==> config.mk <==
export PLATFORM = sky130hd
export DESIGN_NAME = fir_mac_wb
export DESIGN_NICKNAME = d
export VERILOG_FILES = /design/src/rtl/fir_mac_pkg.sv /design/src/rtl/fir_mac_dp.sv /design/src/rtl/fir_mac_wb.sv
export SDC_FILE = /design/constraint.sdc
export NUM_CORES = 2
export LEC_CHECK = 0
export ABC_CLOCK_PERIOD_IN_PS = 9900
export BUFFER_PORTS_ARGS = -buffer_cell sky130_fd_sc_hd__buf_2
export CAP_MARGIN = 0
export CORE_MARGIN = 2
export CORE_UTILIZATION = 50
export CTS_CLUSTER_DIAMETER = 100
export CTS_CLUSTER_SIZE = 10
export DETAILED_ROUTE_END_ITERATION = 12
export PLACE_DENSITY = 0.68
export SLEW_MARGIN = 20
export SYNTH_ARGS = -nofsm -noshare
export SYNTH_HDL_FRONTEND = slang
export SYNTH_SLANG_ARGS = --single-unit
==> constraint.sdc <==
create_clock -name wb_clk_i -period 9.9 [get_ports wb_clk_i]
set_input_delay 1.98 -clock wb_clk_i [delete_from_list [all_inputs] [get_ports wb_clk_i]]
set_output_delay 1.98 -clock wb_clk_i [all_outputs]
set_load 0.05 [all_outputs]
==> src/rtl/fir_mac_pkg.sv <==
// fir_mac_pkg: shared definitions for the fir_mac_wb FIR engine.
// Holds the Wishbone register word indices, the sequencer state type,
// the accumulator width rule and the output saturation helper.
package fir_mac_pkg;

  localparam logic [3:0] REG_CTRL   = 4'd0;
  localparam logic [3:0] REG_STATUS = 4'd1;
  localparam logic [3:0] REG_LEN    = 4'd2;
  localparam logic [3:0] REG_SHIFT  = 4'd3;
  localparam logic [3:0] REG_CADDR  = 4'd4;
  localparam logic [3:0] REG_CDATA  = 4'd5;
  localparam logic [3:0] REG_XADDR  = 4'd6;
  localparam logic [3:0] REG_XDATA  = 4'd7;
  localparam logic [3:0] REG_YADDR  = 4'd8;
  localparam logic [3:0] REG_YDATA  = 4'd9;

  typedef enum logic [1:0] {
    ST_IDLE  = 2'd0,
    ST_MAC   = 2'd1,
    ST_STORE = 2'd2,
    ST_DONE  = 2'd3
  } state_t;

  // Wide enough that NTAPS full-scale products can never wrap.
  function automatic int acc_width(input int dw, input int cw, input int ntaps);
    return dw + cw + $clog2(ntaps);
  endfunction

  // Clamp v to the signed dw-bit range. Result is {sat_flag, value[31:0]},
  // the value sign-extended to 32 bits (dw <= 32).
  function automatic logic [32:0] sat_fn(input logic signed [63:0] v, input int dw);
    logic signed [63:0] hi;
    logic signed [63:0] lo;
    hi = (64'sd1 <<< (dw - 1)) - 64'sd1;
    lo = -hi - 64'sd1;
    if (v > hi) begin
      return {1'b1, hi[31:0]};
    end else if (v < lo) begin
      return {1'b1, lo[31:0]};
    end else begin
      return {1'b0, v[31:0]};
    end
  endfunction

endpackage

==> src/rtl/fir_mac_dp.sv <==
// fir_mac_dp: multiply-accumulate datapath of the FIR engine.
// Ports: clk, rst_n (synchronous, active-low), clear (load instead of add),
// enable (accumulate this cycle), c/x (signed operands), shift (arithmetic
// right shift of the accumulator), y (shifted and saturated result),
// sat (y was clamped). y/sat are derived from the accumulator register.
module fir_mac_dp
  import fir_mac_pkg::*;
#(
  parameter int DW    = 16,
  parameter int CW    = 16,
  parameter int NTAPS = 8
) (
  input  logic                 clk,
  input  logic                 rst_n,
  input  logic                 clear,
  input  logic                 enable,
  input  logic signed [CW-1:0] c,
  input  logic signed [DW-1:0] x,
  input  logic [5:0]           shift,
  output logic signed [DW-1:0] y,
  output logic                 sat
);

  localparam int ACCW = acc_width(DW, CW, NTAPS);
  localparam int PW   = DW + CW;

  logic signed [PW-1:0]   prod_s;
  logic signed [ACCW-1:0] prod_ext_s;
  logic signed [ACCW-1:0] acc_r;
  logic signed [ACCW-1:0] shifted_s;
  logic signed [31:0]     y_full_s;
  logic                   unused_s;

  assign prod_s     = PW'(c) * PW'(x);
  assign prod_ext_s = ACCW'(prod_s);
  assign shifted_s  = acc_r >>> shift;
  assign {sat, y_full_s} = sat_fn(64'(shifted_s), DW);
  assign y          = y_full_s[DW-1:0];
  assign unused_s   = ^y_full_s;

  // Accumulator: first tap loads the product, later taps add to it.
  always_ff @(posedge clk) begin
    if (!rst_n) begin
      acc_r <= {ACCW{1'b0}};
    end else if (enable && clear) begin
      acc_r <= prod_ext_s;
    end else if (enable) begin
      acc_r <= acc_r + prod_ext_s;
    end else begin
      acc_r <= acc_r;
    end
  end

endmodule

==> src/rtl/fir_mac_wb.sv <==
// fir_mac_wb: time-multiplexed FIR engine with a Wishbone slave.
// Ports: wb_clk_i clock; wb_rst_i synchronous active-low reset;
// wb_adr_i/wb_dat_i/wb_sel_i/wb_we_i/wb_cyc_i/wb_stb_i slave request;
// wb_dat_o/wb_ack_o/wb_err_o registered response; int_o level interrupt.
// Holds the register file, coefficient/sample/result memories and the
// IDLE/MAC/STORE/DONE sequencer driving fir_mac_dp.
module fir_mac_wb
  import fir_mac_pkg::*;
#(
  parameter int DW    = 16,
  parameter int CW    = 16,
  parameter int NTAPS = 8,
  parameter int DEPTH = 32,
  parameter int AW    = 32
) (
  input  logic          wb_clk_i,
  input  logic          wb_rst_i,
  input  logic [AW-1:0] wb_adr_i,
  input  logic [31:0]   wb_dat_i,
  input  logic [3:0]    wb_sel_i,
  input  logic          wb_we_i,
  input  logic          wb_cyc_i,
  input  logic          wb_stb_i,
  output logic [31:0]   wb_dat_o,
  output logic          wb_ack_o,
  output logic          wb_err_o,
  output logic          int_o
);

  localparam int KW = $clog2(NTAPS);
  localparam int XW = $clog2(DEPTH);
  localparam logic [KW-1:0] K_ZERO  = {KW{1'b0}};
  localparam logic [KW-1:0] K_ONE   = KW'(1);
  localparam logic [KW-1:0] K_LAST  = KW'(NTAPS - 1);
  localparam logic [XW-1:0] X_ZERO  = {XW{1'b0}};
  localparam logic [XW-1:0] X_ONE   = XW'(1);
  localparam logic [XW:0]   N_ZERO  = {(XW + 1){1'b0}};
  localparam logic [XW:0]   N_ONE   = (XW + 1)'(1);
  localparam logic [XW:0]   LEN_MAX = (XW + 1)'(DEPTH);

  logic signed [CW-1:0] c_mem [NTAPS];
  logic signed [DW-1:0] x_mem [DEPTH];
  logic signed [DW-1:0] y_mem [DEPTH];

  state_t        state_r, state_nxt_s;
  logic [KW-1:0] k_r, caddr_r;
  logic [XW:0]   n_r, len_r, len_wr_s, k_ext_s, diff_s;
  logic [XW-1:0] xaddr_r, yaddr_r;
  logic [5:0]    shift_r;
  logic          irq_en_r, done_r, sat_r, start_r, ack_r, err_r;
  logic [31:0]   dat_r, rd_data_s;
  logic [3:0]    idx_s;
  logic          req_s, busy_s, prot_s, reject_s, wr_s;
  logic          dp_clr_s, dp_en_s, y_we_s, done_set_s, dp_sat_s;
  logic signed [DW-1:0] x_tap_s, dp_y_s;
  logic          unused_s;

  assign idx_s    = wb_adr_i[5:2];
  // A new request is taken only when no response is showing, so each access
  // occupies two cycles and back-to-back strobes ack every other cycle.
  assign req_s    = wb_cyc_i & wb_stb_i & ~ack_r & ~err_r;
  assign busy_s   = (state_r != ST_IDLE);
  assign prot_s   = (idx_s == REG_CDATA) | (idx_s == REG_XDATA) |
                    (idx_s == REG_LEN)   | (idx_s == REG_SHIFT);
  assign reject_s = req_s & wb_we_i & busy_s & prot_s;
  assign wr_s     = req_s & wb_we_i & ~reject_s;
  assign len_wr_s = ((wb_dat_i == 32'd0) || (wb_dat_i > 32'(DEPTH))) ? LEN_MAX : wb_dat_i[XW:0];
  assign k_ext_s  = (XW + 1)'(k_r);
  assign diff_s   = n_r - k_ext_s;
  assign unused_s = ^{wb_sel_i, wb_adr_i, diff_s[XW]};

  assign wb_ack_o = ack_r;
  assign wb_err_o = err_r;
  assign wb_dat_o = dat_r;
  assign int_o    = done_r & irq_en_r;

  // Sample for tap k: taps reaching before x[0] contribute zero.
  always_comb begin
    x_tap_s = {DW{1'b0}};
    if (n_r >= k_ext_s) begin
      x_tap_s = x_mem[diff_s[XW-1:0]];
    end else begin
      x_tap_s = {DW{1'b0}};
    end
  end

  fir_mac_dp #(.DW(DW), .CW(CW), .NTAPS(NTAPS)) u_dp (
    .clk    (wb_clk_i),
    .rst_n  (wb_rst_i),
    .clear  (dp_clr_s),
    .enable (dp_en_s),
    .c      (c_mem[k_r]),
    .x      (x_tap_s),
    .shift  (shift_r),
    .y      (dp_y_s),
    .sat    (dp_sat_s)
  );

  // Sequencer next state and datapath strobes.
  always_comb begin
    state_nxt_s = state_r;
    dp_clr_s    = 1'b0;
    dp_en_s     = 1'b0;
    y_we_s      = 1'b0;
    done_set_s  = 1'b0;
    case (state_r)
      ST_IDLE: begin
        if (start_r) state_nxt_s = ST_MAC;
        else         state_nxt_s = ST_IDLE;
      end
      ST_MAC: begin
        dp_en_s  = 1'b1;
        dp_clr_s = (k_r == K_ZERO);
        if (k_r == K_LAST) state_nxt_s = ST_STORE;
        else               state_nxt_s = ST_MAC;
      end
      ST_STORE: begin
        y_we_s = 1'b1;
        if ((n_r + N_ONE) < len_r) state_nxt_s = ST_MAC;
        else                       state_nxt_s = ST_DONE;
      end
      ST_DONE: begin
        done_set_s  = 1'b1;
        state_nxt_s = ST_IDLE;
      end
      default: state_nxt_s = ST_IDLE;
    endcase
  end

  // Sequencer state plus tap (k) and sample (n) counters.
  always_ff @(posedge wb_clk_i) begin
    if (!wb_rst_i) begin
      state_r <= ST_IDLE;
      k_r     <= K_ZERO;
      n_r     <= N_ZERO;
    end else begin
      state_r <= state_nxt_s;
      case (state_r)
        ST_IDLE: begin
          k_r <= K_ZERO;
          n_r <= N_ZERO;
        end
        ST_MAC:   k_r <= (k_r == K_LAST) ? K_ZERO : k_r + K_ONE;
        ST_STORE: n_r <= n_r + N_ONE;
        default: begin
          k_r <= k_r;
          n_r <= n_r;
        end
      endcase
    end
  end

  // Read data mux; sampled into the response register on request.
  always_comb begin
    rd_data_s = 32'd0;
    case (idx_s)
      REG_CTRL:   rd_data_s = {30'd0, irq_en_r, 1'b0};
      REG_STATUS: rd_data_s = {29'd0, sat_r, done_r, busy_s};
      REG_LEN:    rd_data_s = 32'(len_r);
      REG_SHIFT:  rd_data_s = {26'd0, shift_r};
      REG_CADDR:  rd_data_s = 32'(caddr_r);
      REG_XADDR:  rd_data_s = 32'(xaddr_r);
      REG_YADDR:  rd_data_s = 32'(yaddr_r);
      REG_YDATA:  rd_data_s = 32'(y_mem[yaddr_r]);
      default:    rd_data_s = 32'd0;
    endcase
  end

  // Bus response, control/status registers and pointers.
  always_ff @(posedge wb_clk_i) begin
    if (!wb_rst_i) begin
      ack_r    <= 1'b0;
      err_r    <= 1'b0;
      dat_r    <= 32'd0;
      start_r  <= 1'b0;
      irq_en_r <= 1'b0;
      done_r   <= 1'b0;
      sat_r    <= 1'b0;
      len_r    <= LEN_MAX;
      shift_r  <= 6'd0;
      caddr_r  <= K_ZERO;
      xaddr_r  <= X_ZERO;
      yaddr_r  <= X_ZERO;
    end else begin
      ack_r   <= req_s & ~reject_s;
      err_r   <= reject_s;
      dat_r   <= req_s ? rd_data_s : dat_r;
      start_r <= 1'b0;
      if (done_set_s) done_r <= 1'b1;
      if (y_we_s && dp_sat_s) sat_r <= 1'b1;
      if (wr_s) begin
        case (idx_s)
          REG_CTRL: begin
            irq_en_r <= wb_dat_i[1];
            // START is a pulse; a START during a run is acked but dropped.
            if (wb_dat_i[0] && !busy_s) begin
              start_r <= 1'b1;
              done_r  <= 1'b0;
              sat_r   <= 1'b0;
            end
          end
          REG_LEN:   len_r   <= len_wr_s;
          REG_SHIFT: shift_r <= wb_dat_i[5:0];
          REG_CADDR: caddr_r <= wb_dat_i[KW-1:0];
          REG_CDATA: caddr_r <= (caddr_r == K_LAST) ? K_ZERO : caddr_r + K_ONE;
          REG_XADDR: xaddr_r <= wb_dat_i[XW-1:0];
          REG_XDATA: xaddr_r <= xaddr_r + X_ONE;
          REG_YADDR: yaddr_r <= wb_dat_i[XW-1:0];
          default: begin
          end
        endcase
      end
    end
  end

  // Memories are never cleared by reset.
  always_ff @(posedge wb_clk_i) begin
    if (wb_rst_i && wr_s && (idx_s == REG_CDATA)) c_mem[caddr_r] <= wb_dat_i[CW-1:0];
    if (wb_rst_i && wr_s && (idx_s == REG_XDATA)) x_mem[xaddr_r] <= wb_dat_i[DW-1:0];
    if (wb_rst_i && y_we_s) y_mem[n_r[XW-1:0]] <= dp_y_s;
  end

endmodule

---- Word level (Yosys, flattened, before mapping) ----
Memory sizes are Yosys's and may differ from the RTL's. A register that Yosys moved wholly into a read port is not among the register bits.
Index checks and enable logic that the tools add are counted.
storage, ports and cells
  flip-flop bits (word level) ............. 109
  bits in writable memories ............... 1,152
  memories ................................ 3
  output and inout bits ................... 35
  bits of input ports ..................... 73
  logic and storage cells ................. 127
operators by class
  equal/unequal tests ..................... 14
  add/subtract/negate cells ............... 6
  bitwise gates (word level) .............. 15
  reductions and logical operators ........ 26
  shifts and indexed selects .............. 1
  muxes and demuxes ....................... 40
  magnitude comparators ................... 5
  multipliers ............................. 1
memory list
  memory  words  width  rd ports  clocked after Yosys merged registers in  wr ports  RTL line          source
  x_mem   32     16     1         0                                        1         fir_mac_wb.sv:42  logic signed [DW-1:0] x_mem [DEPTH];
  y_mem   32     16     1         1                                        1         fir_mac_wb.sv:43  logic signed [DW-1:0] y_mem [DEPTH];
  c_mem   8      16     1         1                                        1         fir_mac_wb.sv:41  logic signed [CW-1:0] c_mem [NTAPS];
operators with widths
  cell                                                           count
  one-hot mux 32 bit (8 select lines)                            1
  2-to-1 mux 35 bit                                              2
  2-to-1 mux 33 bit                                              2
  adder 35 x 32 -> 35 bit                                        1
  > comparator 35 x 16 -> 1 bit (second input constant)          1
  less-than comparator 35 x 16 -> 1 bit (second input constant)  1
  >>> shifter 35 x 6 -> 35 bit                                   1
  > comparator 32 x 6 -> 1 bit (second input constant)           1
  zero test 32 bit                                               1
  multiplier 16 x 16 -> 32 bit                                   1
  2-to-1 mux 1 bit                                               20
  equality test 4 x 3 -> 1 bit (second input constant)           4
  2-to-1 mux 16 bit                                              1
  2-to-1 mux 3 bit                                               4
  one-hot mux 3 bit (2 select lines)                             2
  one-hot mux 6 bit (2 select lines)                             1
  AND reduction 2 bit                                            6
  nonzero test 2 bit                                             6
  2-to-1 mux 5 bit                                               2
  one-hot mux 5 bit (2 select lines)                             1
  AND 1 bit                                                      9
  equality test 4 x 2 -> 1 bit (second input constant)           2
  equality test 4 bit (second input constant)                    2
  one-hot mux 2 bit (4 select lines)                             1
  other kinds (21)                                               35

---- Logic depth before layout (Yosys ltp) ----
  word-level depth ........................ 12
  depth in mapped cells ................... 46
  mapped depth without buffers ............ 44

---- By module ----
A second synthesis with hierarchy kept.
second synthesis, totals
  cell total of the unflattened synthesis .. 4,260
  area, all modules ....................... 63,448.4 um2
by module, submodules not included
  module      cells an instance  area an instance (um2)  instances  sequential area each (um2)
  fir_mac_wb  2,421              47,998.5                1          35,914.4
  fir_mac_dp  1,839              15,449.8                1          700.7

---- Worst setup path before layout ----
No wires, ideal clock.
  path kind ............................... register to register
  start ................................... register n_r[0]
  end ..................................... register u_dp.acc_r[34]
  data arrival time ....................... 10,225 ps
  period minus slack after synthesis ...... 10,300 ps
  slack ................................... -400 ps
  data required time ...................... 9,826 ps
  path buffers ............................ 3
  cell stages (with the launch flop) ...... 41
  library setup time ...................... 74 ps
  cell sequence ........................... dfxtp_1 inv_1 ha_1 clkbuf_1 buf_1 mux4_2 mux4_2 nand2_1 nand2_1 nand2_1 clkbuf_1 nor2_1 fa_1 inv_1 fa_1 fa_1 fa_1 inv_1 [5 not listed] a21oi_1 o32ai_1 o21a_1 o21ai_0 nand2_1 a21oi_1 xnor2_1 ha_1 nand3_1 or2_2 a2111oi_0 o21ai_0 o211ai_1 a2111oi_0 nor3_1 and4_1 mux2i_1 a31oi_1
between the ends
  cells in the longest elaborated chain, start to end .. 7
  elaborated cells between the ends (all ways) .. 8
  those cells by class .................... add/sub: 2; mul: 1; order compare: 1; mux: 3; memory: 1
ends and longest elaborated chain
  what                            RTL line           source
  from (decl)                     fir_mac_wb.sv:47   logic [XW:0] n_r, len_r, len_wr_s, k_ext_s, diff_s;
  from (signal assigned)          fir_mac_wb.sv:144  ST_STORE: n_r <= n_r + N_ONE;
  from (signal assigned)          fir_mac_wb.sv:147  n_r <= n_r;
  subtractor 5 x 3 -> 5 bit       fir_mac_wb.sv:69   assign diff_s = n_r - k_ext_s;
  memory read (32 x 16 bit)       n/a
  2-to-1 mux 16 bit *             fir_mac_wb.sv:80   if (n_r >= k_ext_s) begin
  multiplier 16 x 16 -> 32 bit *  fir_mac_dp.sv:34   assign prod_s = PW'(c) * PW'(x);
  adder 35 x 32 -> 35 bit         fir_mac_dp.sv:48   acc_r <= acc_r + prod_ext_s;
  2-to-1 mux 35 bit               fir_mac_dp.sv:47   end else if (enable) begin
  2-to-1 mux 35 bit *             fir_mac_dp.sv:45   end else if (enable && clear) begin
  to (signal assigned)            fir_mac_dp.sv:46   acc_r <= prod_ext_s;
  to (signal assigned)            fir_mac_dp.sv:48
  to (signal assigned)            fir_mac_dp.sv:50   acc_r <= acc_r;
  to (decl)                       fir_mac_dp.sv:29   logic signed [ACCW-1:0] acc_r;
Every way passes the cells marked *; elsewhere a longest branch is shown, timed or not. The select of a mux whose other input is x is not followed.
A chain may end at the register's enable or synchronous reset.

---- Worst setup path in the final report ----
  start ................................... register n_r[0]
  end ..................................... register u_dp.acc_r[31]
Same word-level chain as after synthesis.

==> impl_metrics.py <==
metrics = {
    "critical_path": {
        "cpMaxStageDelayCell": "fa_4",
        "cp-end-kind": "register",
        "r2r_end": "u_dp.acc_r[31]",
        "critPathRequiredTime_ns": 10.53,
        "critPathLaunchType": "register",
        "ff2ff_path_depth": 41,
        "startpoint": "n_r[0]",
        "crit_top_cell": "fa_1",
        "r2r_slack_ns": -0.11,
        "crit-reg2reg-launch": "n_r[0]",
        "slowest_delay_ns": 0.80,
        "cp.arrival_ns": 10.65,
        "crit_type": "register to register",
        "crit_path_end": "u_dp.acc_r[31]",
        "critPathMaxFanout": 8,
    },
    "cts": {
        "holdBufCountCts": 0,
        "cts_buffers": 144,
        "cts_buffer_depth": 3,
        "cts_tree": "yes",
        "numClockSinks": 1253,
        "root_buffer": "clkbuf_16",
        "clock_latency_ns": 0.77,
        "h-tree-depth": 4,
        "clk_pin_slew_worst_paths_ns": 0.06,
    },
    "power_and_ir_drop": {
        "p_leak_uw": 0.0266,
        "power.density_nw_per_um2": 162,
        "p_total_uw": 11900,
        "irDropWorstVdd_mv": 0.175,
    },
    "logic_synthesis": {
        "synth-warning-count": 0,
        "syn_area_um2": 62500,
        "syn_nets": 4499,
        "syn-mean-instance-area_um2": 15.5,
        "async_flop_share_pct": 0,
        "ys_seq_area_share_pct": 58.6,
        "ys_seq_elements": 1253,
        "ys.flop_type": "edfxtp_1",
        "synth_edf_count": 1152,
        "synth_cell_types": 79,
        "synthCells": 4021,
    },
    "drt": {
        "drt-total-wl_um": 152000,
        "ant_nets": 0,
        "dr.first_iter.drc_count": 3978,
        "viasPerCell": 5.94,
        "drt-wirelength-per-cell_um": 24.5,
        "vias": 36900,
        "firstDrtPassIters": 5,
        "drcViolationCount": 0,
    },
    "floorplan": {
        "io_pins": 108,
        "coreArea_um2": 124000,
        "fp.dieH_um": 357,
        "initial_utilization_pct": 50.5,
        "rows": 129,
        "dieArea_um2": 128000,
        "die_w_um": 357,
    },
    "placed_design": {
        "dp_hpwl_um": 95400,
        "dp.cells": 5932,
        "port_buffers": 75,
        "place.gp.congestion": 0.875,
    },
    "final_layout": {
        "final_util_pct": 59.4,
        "register_area_um2": 36600,
        "areaGrowthSynthToFinish_pct": 17.8,
        "multi_input_area_um2": 25100,
        "drive_above_1_share_pct": 30.6,
        "fillers": 9121,
        "layout.nets": 4990,
        "stdcell_count": 6203,
    },
    "sta": {
        "fin_crit_sh_pct": 101,
        "rsz0062_at_grt": "true",
        "min_period_ns": 10.01,
        "tightest_slew_ns": 1.02,
        "hold_viol": 0,
        "setup_ws_ns": -0.113,
        "holdWs_ns": 0.459,
        "maxSlewViolCount": 0,
        "skew_ns": 0.0327,
        "finalSetupViolations": 6,
        "slew_headroom_pct": 32.2,
        "clock.fmax_mhz": 99.9,
    },
    "outcome": {
        "status": "finished, violations left",
        "violations": "setup timing",
    },
    "global_route": {
        "grt_max_degree": 129,
        "gr-total-overflow": 0,
        "antenna_found_initial": 4,
        "grt_pass1_vias": 37400,
        "grt_pass1_wl_um": 230000,
        "grt_usage_pct": 24.3,
    },
    "worst_hold_path": {
        "hp-class": "register to register",
    },
    "run": {
        "maxCapViolations": 0,
    },
}
-- critical path: cells and delay by family (launching register included) --
| family | cells | cell delay (ns) |
|---|---|---|
| adders and majority gates | 10 | 4.63 |
| AOI/OAI and AO/OA | 11 | 2.09 |
| buffers and inverters | 10 | 0.91 |
| muxes | 2 | 0.85 |
| and+or+nand+nor | 7 | 0.81 |
| DFF | 1 | 0.33 |
| xor gates and xnor gates | 1 | 0.23 |
-- placed cells by master, fill, tap and decap left out, types with 73 or more instances in the layout --
cell type     n
nand2_1     214
fa_1        249
edfxtp_1   1152
buf_2        75
clkbuf_16   149
mux4_2      372
a21oi_1     105
mux2i_1      73
buf_4       405
ha_1        120
inv_1       299
dfxtp_1      92
nor2_1      296
-- cells by family after synthesis --
| kind of cell | after synthesis | synth area share (%) |
|---|---|---|
| AOI/OAI and AO/OA | 435 | 4.39 |
| xor gates and xnor gates | 69 | 0.967 |
| adders and majority gates | 405 | 11.3 |
| buffers and inverters | 540 | 3.44 |
| DFF | 1253 | 58.6 |
| muxes | 475 | 15.3 |
| and+or+nand+nor | 844 | 5.97 |
-- Yosys cell counts (19+ instances only) --
master / n / area, µm²
nor2_1: 350 / 1310
and3_1: 23 / 144
buf_4: 19 / 143
mux4_2: 372 / 8380
inv_1: 331 / 1240
buf_1: 29 / 109
nand2b_1: 33 / 206
edfxtp_1: 1152 / 34600
mux2i_1: 73 / 731
a31oi_1: 24 / 150
a21oi_1: 146 / 731
o21ai_0: 84 / 420
nor3_1: 25 / 125
a21o_1: 29 / 218
clkbuf_1: 138 / 518
ha_1: 140 / 1750
nand2_1: 254 / 953
fa_1: 265 / 5310
dfxtp_1: 101 / 2020
a211oi_1: 32 / 240
xnor2_1: 53 / 464
nand3_1: 41 / 205
nor2b_1: 35 / 219
-- worst min-delay path by stage --
| stage | from | endpoint | slack (ns) | cells past startpoint |
|---|---|---|---|---|
| 2_1_floorplan | sat_r | sat_r | 0.44 | 2 |
| 5_1_grt | sat_r | sat_r | 0.47 | 2 |
| 3_3_place_gp | sat_r | sat_r | 0.44 | 2 |
| 3_5_place_dp | sat_r | sat_r | 0.45 | 2 |
| 6_report | sat_r | sat_r | 0.46 | 2 |
| 4_1_cts | sat_r | sat_r | 0.46 | 2 |
-- power breakdown --
group	switching (µW)	internal, µW
Clock	1990	2690
Combinational	759	683
Sequential	3.01	5810
-- routing by layer --
metal / up-vias / wire length (µm) / global-route usage, % / share of wire, %
met1: 19200 / 62700 / 34.0 / 41
met3: 219 / 11000 / 4.05 / 7.2
met2: 1412 / 74600 / 39.6 / 49
li1: 16000 / - / - / -
met4: 0 / 3860 / 6.89 / 2.5
met5: - / 0 / 0 / 0
-- through the flow --
stage	setup TNS, ns	area, µm²	worst slack, ns
final	-0.407	73600	-0.113
after global routing	-4.70	73600	-0.485
after CTS	-0.810	73000	-0.160
after detailed placement	-8.54	67600	-0.852
after global placement	-6.93	67600	-0.797
after floorplan	0	62500	0.0300
-- layout make-up --
type                       instances  share of cell area, %
sequential                      1253                   49.8
multi-input combinational       2228                   34.0
timing repair buffer             550                   6.20
clock buffer                     181                   5.16
tap                             1637                   2.78
inverter                         335                   1.71
clock inverter                    14                  0.289
antenna                            5                 0.0170
-- flip-flops by register name (all words and copies together) (netlist names), 6 cells and up, named ones only --
signal / flops
wb_dat_o: 16
y_mem: 512
c_mem: 128
shift_r: 6
x_mem: 512
len_r: 6
u_dp.acc_r: 35
n_r: 6
-- timing repair --
| item | 4_1_cts | 5_1_grt |
|---|---|---|
| setup endpoints to repair | 16 | 18 |
| pin swaps | 94 | 103 |
| gates resized for setup | 182 | 144 |
| gates cloned | 5 | 0 |
| setup buffers | 48 | 27 |
No activity file was read; power rests on OpenSTA's default activity.
